### src/rtl/adc_spi_emu.sv
// Eight-channel serial ADC emulator: an SPI responder that shifts software-loaded
// DATA_W-bit samples out on eight data lines under an external CS / SPI clock.
module adc_spi_emu #(
    parameter int DATA_W      = 16,
    parameter int SYNC_STAGES = 2
) (
    input  logic                  clk,
    input  logic                  rstn,
    input  logic [8*DATA_W-1:0]   data,
    input  logic                  load,
    input  logic                  clk_spi,
    input  logic                  cs_spi,
    output logic                  sd_spi_1,
    output logic                  sd_spi_2,
    output logic                  sd_spi_3,
    output logic                  sd_spi_4,
    output logic                  sd_spi_5,
    output logic                  sd_spi_6,
    output logic                  sd_spi_7,
    output logic                  sd_spi_8,
    output logic                  busy,
    output logic                  done,
    output logic                  err_short,
    output logic [31:0]           frame_count
);

    localparam int NCH     = 8;
    localparam int LANES_W = NCH * DATA_W;
    localparam int CNT_W   = $clog2(DATA_W + 1);
    localparam logic [CNT_W-1:0] CNT_FULL = CNT_W'(DATA_W);
    localparam logic [CNT_W-1:0] CNT_ONE  = CNT_W'(1);

    typedef enum logic [1:0] {
        WAIT_IDLE,
        IDLE,
        SHIFT
    } state_t;

    state_t state_q, state_d;

    logic [SYNC_STAGES-1:0] cs_sync_q, cs_sync_d;
    logic [SYNC_STAGES-1:0] sck_sync_q, sck_sync_d;
    logic                   cs_prev_q, cs_prev_d;
    logic                   sck_prev_q, sck_prev_d;
    logic                   cs_fall_q, cs_fall_d;
    logic                   cs_rise_q, cs_rise_d;
    logic                   sck_rise_q, sck_rise_d;

    logic [LANES_W-1:0]     hold_q, hold_d;
    logic [LANES_W-1:0]     shift_q, shift_d;
    logic [CNT_W-1:0]       bit_cnt_q, bit_cnt_d;
    logic [31:0]            frame_count_q, frame_count_d;
    logic [NCH-1:0]         sd_q, sd_d;
    logic                   busy_q, busy_d;
    logic                   done_q, done_d;
    logic                   err_q, err_d;

    // CS synchroniser resets low so WAIT_IDLE only leaves on a genuinely observed high CS.
    always_comb begin
        cs_sync_d  = {cs_sync_q[SYNC_STAGES-2:0], cs_spi};
        sck_sync_d = {sck_sync_q[SYNC_STAGES-2:0], clk_spi};
        cs_prev_d  = cs_sync_q[SYNC_STAGES-1];
        sck_prev_d = sck_sync_q[SYNC_STAGES-1];
        cs_fall_d  = cs_prev_q & ~cs_sync_q[SYNC_STAGES-1];
        cs_rise_d  = ~cs_prev_q & cs_sync_q[SYNC_STAGES-1];
        sck_rise_d = ~sck_prev_q & sck_sync_q[SYNC_STAGES-1];
    end

    always_ff @(posedge clk) begin
        if (!rstn) begin
            cs_sync_q  <= '0;
            sck_sync_q <= '1;
            cs_prev_q  <= 1'b0;
            sck_prev_q <= 1'b1;
            cs_fall_q  <= 1'b0;
            cs_rise_q  <= 1'b0;
            sck_rise_q <= 1'b0;
        end else begin
            cs_sync_q  <= cs_sync_d;
            sck_sync_q <= sck_sync_d;
            cs_prev_q  <= cs_prev_d;
            sck_prev_q <= sck_prev_d;
            cs_fall_q  <= cs_fall_d;
            cs_rise_q  <= cs_rise_d;
            sck_rise_q <= sck_rise_d;
        end
    end

    always_ff @(posedge clk) begin
        if (!rstn) begin
            state_q <= WAIT_IDLE;
        end else begin
            state_q <= state_d;
        end
    end

    always_comb begin
        state_d = state_q;
        case (state_q)
            WAIT_IDLE: if (cs_prev_q) state_d = IDLE;
            IDLE:      if (cs_fall_q) state_d = SHIFT;
            SHIFT:     if (cs_rise_q) state_d = IDLE;
            default:   state_d = WAIT_IDLE;
        endcase
    end

    always_comb begin
        hold_d        = load ? data : hold_q;
        shift_d       = shift_q;
        bit_cnt_d     = bit_cnt_q;
        frame_count_d = frame_count_q;
        done_d        = 1'b0;
        err_d         = 1'b0;
        case (state_q)
            IDLE: begin
                if (cs_fall_q) begin
                    // a load coinciding with the frame start bypasses the holding register
                    shift_d   = load ? data : hold_q;
                    bit_cnt_d = '0;
                end
            end
            SHIFT: begin
                if (cs_rise_q) begin
                    shift_d = '0;
                    if (bit_cnt_q == CNT_FULL) begin
                        done_d        = 1'b1;
                        frame_count_d = frame_count_q + 32'd1;
                    end else begin
                        err_d = 1'b1;
                    end
                end else if (sck_rise_q && (bit_cnt_q != CNT_FULL)) begin
                    for (int unsigned k = 0; k < NCH; k++) begin
                        shift_d[k*DATA_W +: DATA_W] = {shift_q[k*DATA_W +: DATA_W-1], 1'b0};
                    end
                    bit_cnt_d = bit_cnt_q + CNT_ONE;
                end
            end
            default: ;
        endcase
        busy_d = (state_d == SHIFT);
        for (int unsigned k = 0; k < NCH; k++) begin
            sd_d[k] = busy_d & shift_d[k*DATA_W + DATA_W - 1];
        end
    end

    always_ff @(posedge clk) begin
        if (!rstn) begin
            hold_q        <= '0;
            shift_q       <= '0;
            bit_cnt_q     <= '0;
            frame_count_q <= '0;
            sd_q          <= '0;
            busy_q        <= 1'b0;
            done_q        <= 1'b0;
            err_q         <= 1'b0;
        end else begin
            hold_q        <= hold_d;
            shift_q       <= shift_d;
            bit_cnt_q     <= bit_cnt_d;
            frame_count_q <= frame_count_d;
            sd_q          <= sd_d;
            busy_q        <= busy_d;
            done_q        <= done_d;
            err_q         <= err_d;
        end
    end

    assign sd_spi_1    = sd_q[0];
    assign sd_spi_2    = sd_q[1];
    assign sd_spi_3    = sd_q[2];
    assign sd_spi_4    = sd_q[3];
    assign sd_spi_5    = sd_q[4];
    assign sd_spi_6    = sd_q[5];
    assign sd_spi_7    = sd_q[6];
    assign sd_spi_8    = sd_q[7];
    assign busy        = busy_q;
    assign done        = done_q;
    assign err_short   = err_q;
    assign frame_count = frame_count_q;

endmodule

### config.mk
export PLATFORM = sky130hd
export DESIGN_NAME = adc_spi_emu
export DESIGN_NICKNAME = d
export VERILOG_FILES = /design/src/rtl/adc_spi_emu.sv
export SDC_FILE = /design/constraint.sdc
export NUM_CORES = 1
export LEC_CHECK = 0
export CAP_MARGIN = 20
export CORE_UTILIZATION = 35
export DETAILED_ROUTE_END_ITERATION = 6
export GPL_ROUTABILITY_DRIVEN = 0
export MAX_ROUTING_LAYER = met4
export RECOVER_POWER = 25
export SYNTH_ARGS = -nofsm -noshare
export SYNTH_HDL_FRONTEND = slang
export SYNTH_SLANG_ARGS = --single-unit
### constraint.sdc
create_clock -name clk -period 3.25 [get_ports clk]
set_clock_uncertainty 0.2 [all_clocks]
set_input_delay 0.65 -clock clk [delete_from_list [all_inputs] [get_ports clk]]
set_output_delay 0.65 -clock clk [all_outputs]
set_load 0.05 [all_outputs]
; ---- Word-level counts from Yosys, hierarchy flattened
; Cells that the tools add are included.
[classes]
mul = 0
bitwise_logic = 14
div = 0
order_cmp = 0
n_addsub = 2
n_eq_ne = 9
n_reduce_logical = 7
n_shift = 0
n_mux = 15
[op_table]
columns = op, count
row1 = two-way mux 128 bit, 4
row2 = case mux 128 bit (2 select lines), 1
row3 = "adder 32 x 1 -> 32 bit, second input constant", 1
row4 = two-way mux 5 bit, 3
row5 = bitwise AND 1 bit, 11
row6 = case mux 5 bit (2 select lines), 1
row7 = AND reduction 3 bit, 3
row8 = two-way mux 2 bit, 3
row9 = "inequality test 2 bit, second input constant", 3
row10 = case mux 2 bit (3 select lines), 1
row11 = "adder 5 x 1 -> 5 bit, second input constant", 1
row12 = "equality test 5 bit, second input constant", 1
row13 = "inequality test 5 bit, second input constant", 1
row14 = "equality test 2 bit, second input constant", 2
row15 = AND reduction 4 bit, 1
row16 = "inequality test 3 bit, second input constant", 1
row17 = inverter 1 bit, 3
row18 = "equality test 2 x 1 -> 1 bit, second input constant", 1
row19 = logical NOT 2 bit, 1
row20 = two-way mux 1 bit, 2
row21 = nonzero test 2 bit, 1
row22 = logical AND 1 bit, 1
[word_totals]
output_inout_bits = 43
romBits = 0
mem_bits_rw = 0
wordCells = 64
mem_count = 0
reg_bits = 315
latchBits = 0
inputBits = 133

; ---- Logic depth before layout (Yosys ltp)
; Gate-level depths: netlist of run 1.
[logic_depth]
word_depth = 6
mapped_depth = 10
depth_no_buf = 6

; ---- Worst setup path before layout of run 1
; No wires, ideal clock.
[synth_timing]
path_kind = reg2reg
start = register frame_count_q[8] (netlist: frame_count[8])
end = register frame_count_q[30] (netlist: frame_count[30])
stages_incl_launch_ff = 7
setup_time_ps = 70
synth_period_minus_slack_ps = 2531
path_buffers = 2
required_ps = 2980
t_arrival_ps = 2261
slack_ps = 719
path_cell_list = dfxtp_1 nand4_1 or4_4 buf_6 buf_6 or4_1 a21oi_1
[synth_between]
elab_chain_cells = 1
[synth_lines]
columns = element, line_no
row1 = from (decl), 52  ; logic [31:0] frame_count_q, frame_count_d;
row2 = from (signal assigned), 160  ; frame_count_q <= frame_count_d;
row3 = adder 32 x 1 -> 32 bit, 127  ; frame_count_d = frame_count_q + 32'd1;
; No other way between the ends.
; A chain may end at the register's enable or synchronous reset.

; ---- Final worst setup path of run 1
[layout_timing]
start = register state_q[0]
end = register shift_q[89]
[layout_between]
elab_chain_cells = 3
word_cells_on_any_way = 7
classes_between = 4 x eq/ne / 1 x mux / 2 x reduce/logical
[layout_lines]
columns = element, line_no
row1 = from (decl), 39  ; state_t state_q, state_d;
row2 = from (signal assigned), 93  ; state_q <= state_d;
row3 = equality test 2 bit / equality test 2 x 1 -> 1 bit (equally long branches), 114  ; case (state_q)
row4 = inequality test 3 bit (no line) (tied with other cells), n/a
row5 = AND reduction 3 bit (no line), n/a
row6 = to (signal assigned), 158  ; shift_q <= shift_d;
row7 = to (decl), 50  ; logic [LANES_W-1:0] shift_q, shift_d;
; Several ways; a longest one is shown, not always the timed one.

==> results of run 1 <==
## sequential cells by signal, summed over array words and instances (netlist names)
signal and count:
hold_q 128, shift_q 128, frame_count 32, sd_q 8
bit_cnt_q 5, cs_sync_q 2, sck_sync_q 2, state_q 2
busy 1, cs_fall_q 1, cs_prev_q 1, cs_rise_q 1
done 1, err_short 1, sck_prev_q 1, sck_rise_q 1
## metrics by stage
step,utilization (%),power [uW],hold WS (ps),cells
after floorplan,-,4550,173,1405
after global placement,42.2,4820,192,1939
after detailed placement,42.2,4840,192,1939
after CTS,45.6,8910,198,2003
after global routing,45.5,9130,210,2004
final,45.5,8780,194,2004
## layout make-up
cell class	instances	area (sq um)
multi-input cells	955	5690
diodes	1	2.50
well taps	455	569
fillers	3400	19000
repair buffers	201	2070
clock inverters	11	139
flip-flops and latches	315	6310
inverters	13	56.3
clock buffers	53	1050
## path summary, 6_finish.rpt
check	endpoint	slack (ps)	cells past startpoint
hold / removal	sck_rise_q$_SDFF_PN0_	190	1
setup / recovery	shift_q[89]$_SDFFE_PN0P_	510	7
hold reg to reg	sck_rise_q$_SDFF_PN0_	190	1
setup reg to reg	shift_q[89]$_SDFFE_PN0P_	510	7
## cells in the mapped netlist, types with 2 or more instances
cell type	number	area, sq um
sky130_fd_sc_hd__nor3b_1	2	15.0
sky130_fd_sc_hd__buf_6	2	22.5
sky130_fd_sc_hd__xnor2_1	6	52.6
sky130_fd_sc_hd__a211oi_1	112	841
sky130_fd_sc_hd__clkbuf_1	85	319
sky130_fd_sc_hd__nand3_1	9	45.0
sky130_fd_sc_hd__nand2b_1	7	43.8
sky130_fd_sc_hd__nor3_1	7	35.0
sky130_fd_sc_hd__or3_1	10	62.6
sky130_fd_sc_hd__a2bb2oi_1	8	70.1
sky130_fd_sc_hd__ha_1	7	87.6
sky130_fd_sc_hd__buf_1	10	37.5
sky130_fd_sc_hd__o31ai_1	17	128
sky130_fd_sc_hd__and2_1	5	31.3
sky130_fd_sc_hd__buf_2	25	125
sky130_fd_sc_hd__a21o_1	2	15.0
sky130_fd_sc_hd__and3_1	2	12.5
sky130_fd_sc_hd__dfxtp_1	315	6310
sky130_fd_sc_hd__nand4_1	14	87.6
sky130_fd_sc_hd__nor4_1	2	12.5
sky130_fd_sc_hd__inv_1	12	45.0
sky130_fd_sc_hd__or4_1	17	128
sky130_fd_sc_hd__mux2i_1	128	1280
sky130_fd_sc_hd__and4_1	5	43.8
sky130_fd_sc_hd__nand2_1	24	90.1
sky130_fd_sc_hd__o21ai_0	23	115
sky130_fd_sc_hd__a21oi_1	279	1400
sky130_fd_sc_hd__nor2_1	259	972
sky130_fd_sc_hd__nor2b_1	2	12.5
## cell families (layout without fill, tap and decap cells)
family / after synthesis / after routing / synth area share, %
flip-flops: 315 / 315 / 50.4
AO/OA/AOI/OAI: 445 / 445 / 20.8
other: 0 / 1 / 0
XOR/XNOR: 7 / 7 / 0.490
adder cells (fa/ha/maj): 7 / 7 / 0.700
AND/OR/NAND/NOR: 368 / 368 / 13.0
multiplexers: 128 / 128 / 10.2
buffers and inverters: 135 / 278 / 4.42
## power groups by stage
| stage | combinational, uW | clock (uW) | sequential [uW] |
|---|---|---|---|
| after floorplan | 385 | 0 | 4160 |
| after global placement | 648 | 0 | 4180 |
| after detailed placement | 660 | 0 | 4180 |
| after CTS | 661 | 4150 | 4100 |
| after global routing | 712 | 4300 | 4110 |
| final | 645 | 4040 | 4100 |
## metal layers
| layer | vias up | global-route usage [%] | wire, um |
|---|---|---|---|
| met3 | 43 | 3.30 | 1600 |
| li1 | 5227 | - | - |
| met1 | 4888 | 22.9 | 14800 |
| met5 | - | - | 0 |
| met4 | 0 | 5.07 | 657 |
| met2 | 250 | 28.5 | 14700 |
==> impl_metrics.xml, run 1 <==
<?xml version="1.0" encoding="UTF-8"?>
<metrics>
  <group name="grt">
    <metric name="gr-total-overflow" unit="">0</metric>
    <metric name="grt_pass1_wl" unit="um">51600</metric>
    <metric name="grt_pass1_vias" unit="">9938</metric>
    <metric name="track_usage" unit="%">17.8</metric>
    <metric name="largest_net_degree_at_the_start_of_global_routing" unit="">85</metric>
    <metric name="grt_antenna_before_repair" unit="">1</metric>
  </group>
  <group name="detailed_routing">
    <metric name="dr.pass1.iters" unit="">5</metric>
    <metric name="num_vias" unit="">10408</metric>
    <metric name="first_iter_violations" unit="">692</metric>
    <metric name="detail_route.wirelength" unit="um">31700</metric>
    <metric name="routed_via_density" unit="">5.19</metric>
    <metric name="wl_per_cell" unit="um">15.8</metric>
    <metric name="antenna_left" unit="">0</metric>
    <metric name="remaining_drc_errors" unit="">0</metric>
  </group>
  <group name="die">
    <metric name="boundaryPins" unit="">176</metric>
    <metric name="die-width" unit="um">191</metric>
    <metric name="floorplan.rows" unit="">68</metric>
    <metric name="floorplan.initialDensity" unit="%">35.9</metric>
    <metric name="die_h" unit="um">191</metric>
    <metric name="die_area" unit="sq um">36500</metric>
    <metric name="core-area" unit="sq um">34900</metric>
  </group>
  <group name="clock_network">
    <metric name="clock_tree_from_tritoncts" unit="">yes</metric>
    <metric name="clk_pin_slew" unit="ps">60</metric>
    <metric name="worstSkewPairLatency" unit="ps">510</metric>
    <metric name="postCtsSetupRepairBufs" unit="">0</metric>
    <metric name="cts-buffers-inserted" unit="">36</metric>
    <metric name="htree_num_levels" unit="">2</metric>
    <metric name="max-clock-path-buffers" unit="">3</metric>
    <metric name="cts_hold_repair.buffers" unit="">0</metric>
    <metric name="tritoncts_num_sinks" unit="">315</metric>
    <metric name="root_buffer" unit="">sky130_fd_sc_hd__clkbuf_16</metric>
    <metric name="post_cts.resized_instances" unit="">0</metric>
  </group>
  <group name="yosys">
    <metric name="ys_seq_area_share" unit="%">50.4</metric>
    <metric name="postSynth.asyncResetShare" unit="%">0</metric>
    <metric name="ys_types" unit="">38</metric>
    <metric name="synth_flop_cell" unit="">sky130_fd_sc_hd__dfxtp_1</metric>
    <metric name="synth_seq_cells" unit="">315</metric>
    <metric name="post_synth_instance_area" unit="sq um">12500</metric>
    <metric name="synth_enable_flop_cells" unit="">0</metric>
    <metric name="warnings_synthesis" unit="">0</metric>
    <metric name="synth.net_count" unit="">1545</metric>
    <metric name="netlist_instances" unit="">1405</metric>
    <metric name="avgSynthCellArea" unit="sq um">8.90</metric>
  </group>
  <group name="final_layout">
    <metric name="fin_nets" unit="">1662</metric>
    <metric name="layout.cells.most_common" unit="">sky130_fd_sc_hd__dfxtp_1</metric>
    <metric name="postLayoutCellArea" unit="sq um">15900</metric>
    <metric name="top_library_cells_by_usage_in_the_layout_fill_and_taps_aside" unit="">sky130_fd_sc_hd__dfxtp_1 (315), sky130_fd_sc_hd__a21oi_1 (279), sky130_fd_sc_hd__nor2_1 (258)</metric>
    <metric name="area.growth.synth_to_final" unit="%">26.9</metric>
    <metric name="final_layout_size_suffix_gt1_share" unit="%">5.62</metric>
  </group>
  <group name="timing">
    <metric name="final.setup.worst_slack" unit="ps">508</metric>
    <metric name="worstMarginPinSlew" unit="ps">966</metric>
    <metric name="maxClockFrequency" unit="MHz">365</metric>
    <metric name="timing.final.setup_violations" unit="">0</metric>
    <metric name="worst_slew_margin" unit="%">35.6</metric>
    <metric name="drv_slew" unit="">0</metric>
    <metric name="rsz0062_at_grt" unit="">no</metric>
    <metric name="timing.final.crit_share" unit="%">84.4</metric>
    <metric name="final.min_clock_period" unit="ps">2740</metric>
    <metric name="final.setup.tns" unit="ps">0</metric>
    <metric name="hold_viol" unit="">0</metric>
  </group>
  <group name="hold_path">
    <metric name="hold_class" unit="">reg -&gt; reg</metric>
    <metric name="hp-start" unit="">sck_prev_q$_SDFF_PN1_</metric>
  </group>
  <group name="worst_setup_path">
    <metric name="critical_path_peak_fanout" unit="">84</metric>
    <metric name="endpoint_required_time_on_the_critical_path" unit="ps">3450</metric>
    <metric name="cp_slowest_stage_delay" unit="ps">660</metric>
    <metric name="worst_setup_path_startpoint" unit="">state_q[0]$_SDFF_PN0_</metric>
    <metric name="end_kind" unit="">flip-flop</metric>
    <metric name="worst_ep_arrival_time" unit="ps">2940</metric>
    <metric name="worst_setup_path_start_kind" unit="">flip-flop</metric>
    <metric name="cp_slowest_cell" unit="">sky130_fd_sc_hd__a21oi_1</metric>
    <metric name="cp_cell_sequence" unit="">inv_1 &gt; ha_1 &gt; nand2b_1 &gt; a21oi_1 &gt; nor3_2 &gt; buf_12 &gt; a211oi_1</metric>
    <metric name="timing.rr.start" unit="">state_q[0]$_SDFF_PN0_</metric>
    <metric name="path_delay_family" unit="">compound AO/OA/AOI/OAI gates</metric>
    <metric name="timing_worst_setup_path_type" unit="">reg -&gt; reg</metric>
    <metric name="crit_path_buf_inv_count" unit="">2</metric>
  </group>
  <group name="place">
    <metric name="placed_area" unit="sq um">14700</metric>
    <metric name="buffer_ports.inserted" unit="">175</metric>
    <metric name="dp_hpwl" unit="um">19800</metric>
    <metric name="dpl_worst_slack" unit="ps">562</metric>
  </group>
  <group name="pwr">
    <metric name="ir_drop" unit="mV">0.313</metric>
    <metric name="combPwrFrac" unit="%">7.3</metric>
    <metric name="total_power_density_per_cell_area" unit="nW/um^2">553</metric>
    <metric name="clock_network_fraction_of_design_power" unit="%">46.0</metric>
    <metric name="switchingPower" unit="uW">1950</metric>
    <metric name="power.share.sequential" unit="%">46.6</metric>
    <metric name="sw_frac_of_total" unit="%">22.2</metric>
    <metric name="p_leak" unit="uW">0.00564</metric>
    <metric name="power_report.internal_total" unit="uW">6830</metric>
  </group>
  <group name="flow_run">
    <metric name="cap_violations" unit="">0</metric>
  </group>
  <group name="run_status">
    <metric name="status" unit="">complete, no violations</metric>
  </group>
</metrics>
(Power assumes the default switching activity.)
==> inputs of run 2 (changes only) <==
==> constraint.sdc (replaced) <==
create_clock -name clk -period 2.4 [get_ports clk]
set_clock_uncertainty 0.2 [all_clocks]
set_input_delay 0.48 -clock clk [delete_from_list [all_inputs] [get_ports clk]]
set_output_delay 0.48 -clock clk [all_outputs]
set_load 0.05 [all_outputs]
==> run 2 against run 1 <==
Global-route usage increased by 0.50 points. Power increased by 39%. First-iteration DRC count decreased by 17%. Routed wire length increased by 4.2%. Highest routed layer unchanged. Critical path depth decreased by 6. Design area increased by 2.7%. Cell count increased by 1.5%. Core utilization increased by 1.2 points.
==> impl_metrics.xml, run 2 (synthesis results as in run 1) <==
<?xml version="1.0" encoding="UTF-8"?>
<metrics>
  <group name="run_status">
    <metric name="status" unit="">complete, no violations</metric>
  </group>
  <group name="grt">
    <metric name="track_usage" unit="%">18.3</metric>
    <metric name="grt_antenna_before_repair" unit="">3</metric>
    <metric name="gr-total-overflow" unit="">0</metric>
    <metric name="grt_pass1_vias" unit="">10126</metric>
    <metric name="grt_pass1_wl" unit="um">53100</metric>
    <metric name="largest_net_degree_at_the_start_of_global_routing" unit="">59</metric>
  </group>
  <group name="place">
    <metric name="placed_area" unit="sq um">15100</metric>
    <metric name="dpl_worst_slack" unit="ps">87.6</metric>
    <metric name="buffer_ports.inserted" unit="">175</metric>
    <metric name="dp_hpwl" unit="um">21700</metric>
  </group>
  <group name="final_layout">
    <metric name="layout.filler_cells" unit="">3348</metric>
    <metric name="area.growth.synth_to_final" unit="%">30.4</metric>
    <metric name="final_layout_size_suffix_gt1_share" unit="%">7.87</metric>
    <metric name="fin_util" unit="%">46.8</metric>
    <metric name="postLayoutCellArea" unit="sq um">16300</metric>
    <metric name="fin_nets" unit="">1690</metric>
    <metric name="top_library_cells_by_usage_in_the_layout_fill_and_taps_aside" unit="">sky130_fd_sc_hd__dfxtp_1 (308), sky130_fd_sc_hd__a21oi_1 (279), sky130_fd_sc_hd__nor2_1 (258)</metric>
    <metric name="layout.cells.most_common" unit="">sky130_fd_sc_hd__dfxtp_1</metric>
  </group>
  <group name="timing">
    <metric name="drv_slew" unit="">0</metric>
    <metric name="worst_slew_margin" unit="%">48.0</metric>
    <metric name="timing.final.crit_share" unit="%">98.2</metric>
    <metric name="maxClockFrequency" unit="MHz">424</metric>
    <metric name="worstMarginPinSlew" unit="ps">780</metric>
    <metric name="final.min_clock_period" unit="ps">2360</metric>
    <metric name="hold_viol" unit="">0</metric>
    <metric name="worst_hold_slack" unit="ps">203</metric>
    <metric name="rsz0062_at_grt" unit="">yes</metric>
    <metric name="final.setup.worst_slack" unit="ps">42.1</metric>
    <metric name="timing.final.setup_violations" unit="">0</metric>
  </group>
  <group name="clock_network">
    <metric name="cts_hold_repair.buffers" unit="">0</metric>
    <metric name="htree_num_levels" unit="">2</metric>
    <metric name="clock_tree_from_tritoncts" unit="">yes</metric>
    <metric name="tritoncts_num_sinks" unit="">315</metric>
    <metric name="clk_pin_slew" unit="ps">60</metric>
    <metric name="worstSkewPairLatency" unit="ps">520</metric>
    <metric name="cts-buffers-inserted" unit="">36</metric>
    <metric name="max-clock-path-buffers" unit="">3</metric>
    <metric name="root_buffer" unit="">sky130_fd_sc_hd__clkbuf_16</metric>
  </group>
  <group name="detailed_routing">
    <metric name="dr.pass1.iters" unit="">5</metric>
    <metric name="num_vias" unit="">10631</metric>
    <metric name="first_iter_violations" unit="">577</metric>
    <metric name="antenna_left" unit="">0</metric>
    <metric name="detail_route.wirelength" unit="um">33100</metric>
    <metric name="wl_per_cell" unit="um">16.3</metric>
    <metric name="routed_via_density" unit="">5.23</metric>
    <metric name="remaining_drc_errors" unit="">0</metric>
  </group>
  <group name="die">
    <metric name="die_area" unit="sq um">36500</metric>
    <metric name="floorplan.initialDensity" unit="%">35.9</metric>
    <metric name="die-width" unit="um">191</metric>
    <metric name="die_h" unit="um">191</metric>
    <metric name="floorplan.rows" unit="">68</metric>
    <metric name="boundaryPins" unit="">176</metric>
    <metric name="core-area" unit="sq um">34900</metric>
  </group>
  <group name="worst_setup_path">
    <metric name="cp_cell_sequence" unit="">clkdlybuf4s50_1</metric>
    <metric name="cp_slowest_stage_delay" unit="ps">870</metric>
    <metric name="timing_worst_setup_path_type" unit="">reg -&gt; out</metric>
    <metric name="crit_path_buf_inv_count" unit="">1</metric>
    <metric name="worst_ep_arrival_time" unit="ps">1680</metric>
    <metric name="path_delay_family" unit="">buffers and inverters</metric>
    <metric name="cp_slowest_cell" unit="">sky130_fd_sc_hd__clkdlybuf4s50_1</metric>
    <metric name="worst_setup_path_start_kind" unit="">flip-flop</metric>
    <metric name="critical_path_peak_fanout" unit="">1</metric>
    <metric name="end_kind" unit="">primary output</metric>
    <metric name="endpoint_required_time_on_the_critical_path" unit="ps">1720</metric>
  </group>
  <group name="pwr">
    <metric name="total_power_density_per_cell_area" unit="nW/um^2">750</metric>
    <metric name="p_leak" unit="uW">0.00614</metric>
    <metric name="ir_drop" unit="mV">0.505</metric>
  </group>
  <group name="flow_run">
    <metric name="cap_violations" unit="">0</metric>
  </group>
  <group name="hold_path">
    <metric name="hold_class" unit="">reg -&gt; reg</metric>
  </group>
</metrics>
run 2: where the power goes:
part           total [uW]  switching [uW]  internal, uW  leakage [uW]
logic                 910             445           465       0.00296
clock network        5770            2180          3590      0.000613
registers            5550            88.4          5460       0.00258
total               12200            2720          9510       0.00614
run 2: area by class of cell:
| cell class | instances | area [sq um] | area share (%) |
|---|---|---|---|
| clock inverters | 13 | 210 | 1.29 |
| inverters | 13 | 56.3 | 0.345 |
| well taps | 455 | 569 | 3.49 |
| clock buffers | 51 | 1050 | 6.42 |
| diodes | 3 | 7.51 | 0.0460 |
| repair buffers | 228 | 2400 | 14.7 |
| multi-input cells | 956 | 5710 | 35.0 |
| flip-flops and latches | 315 | 6310 | 38.7 |
run 2: stage by stage:
stage,total power [uW],setup TNS [ps],instances
final,12200,0,2034
after global routing,12700,-41.9,2034
after CTS,12400,0,2030
after detailed placement,6600,0,1966
after global placement,6580,0,1966
after floorplan,6160,0,1405
run 2: worst paths after layout:
check / start / end / slack [ps] / depth (start not counted)
hold reg to reg: sck_prev_q$_SDFF_PN1_ / sck_rise_q$_SDFF_PN0_ / 200 / 1
hold / removal: sck_prev_q$_SDFF_PN1_ / sck_rise_q$_SDFF_PN0_ / 200 / 1
setup reg to reg: state_q[0]$_SDFF_PN0_ / shift_q[23]$_SDFFE_PN0P_ / 90 / 7
setup / recovery: sd_q[6]$_SDFF_PN0_ / sd_spi_7 / 40 / 1
run 2: metal layers:
layer  GRT usage [%]  vias up  part of all wire, %
li1                -     5293                    -
met1            24.1     5057                   47
met2            28.6      222                   46
met3            2.77       59                  4.4
met4            6.17        0                  2.5
met5               -        -                    0
run 2: timing repair:
action	CTS	global route
gates cloned	0	1
resized for setup	24	17
pin swaps	0	2
buffers inserted	0	0
endpoints found under the setup margin	24	67
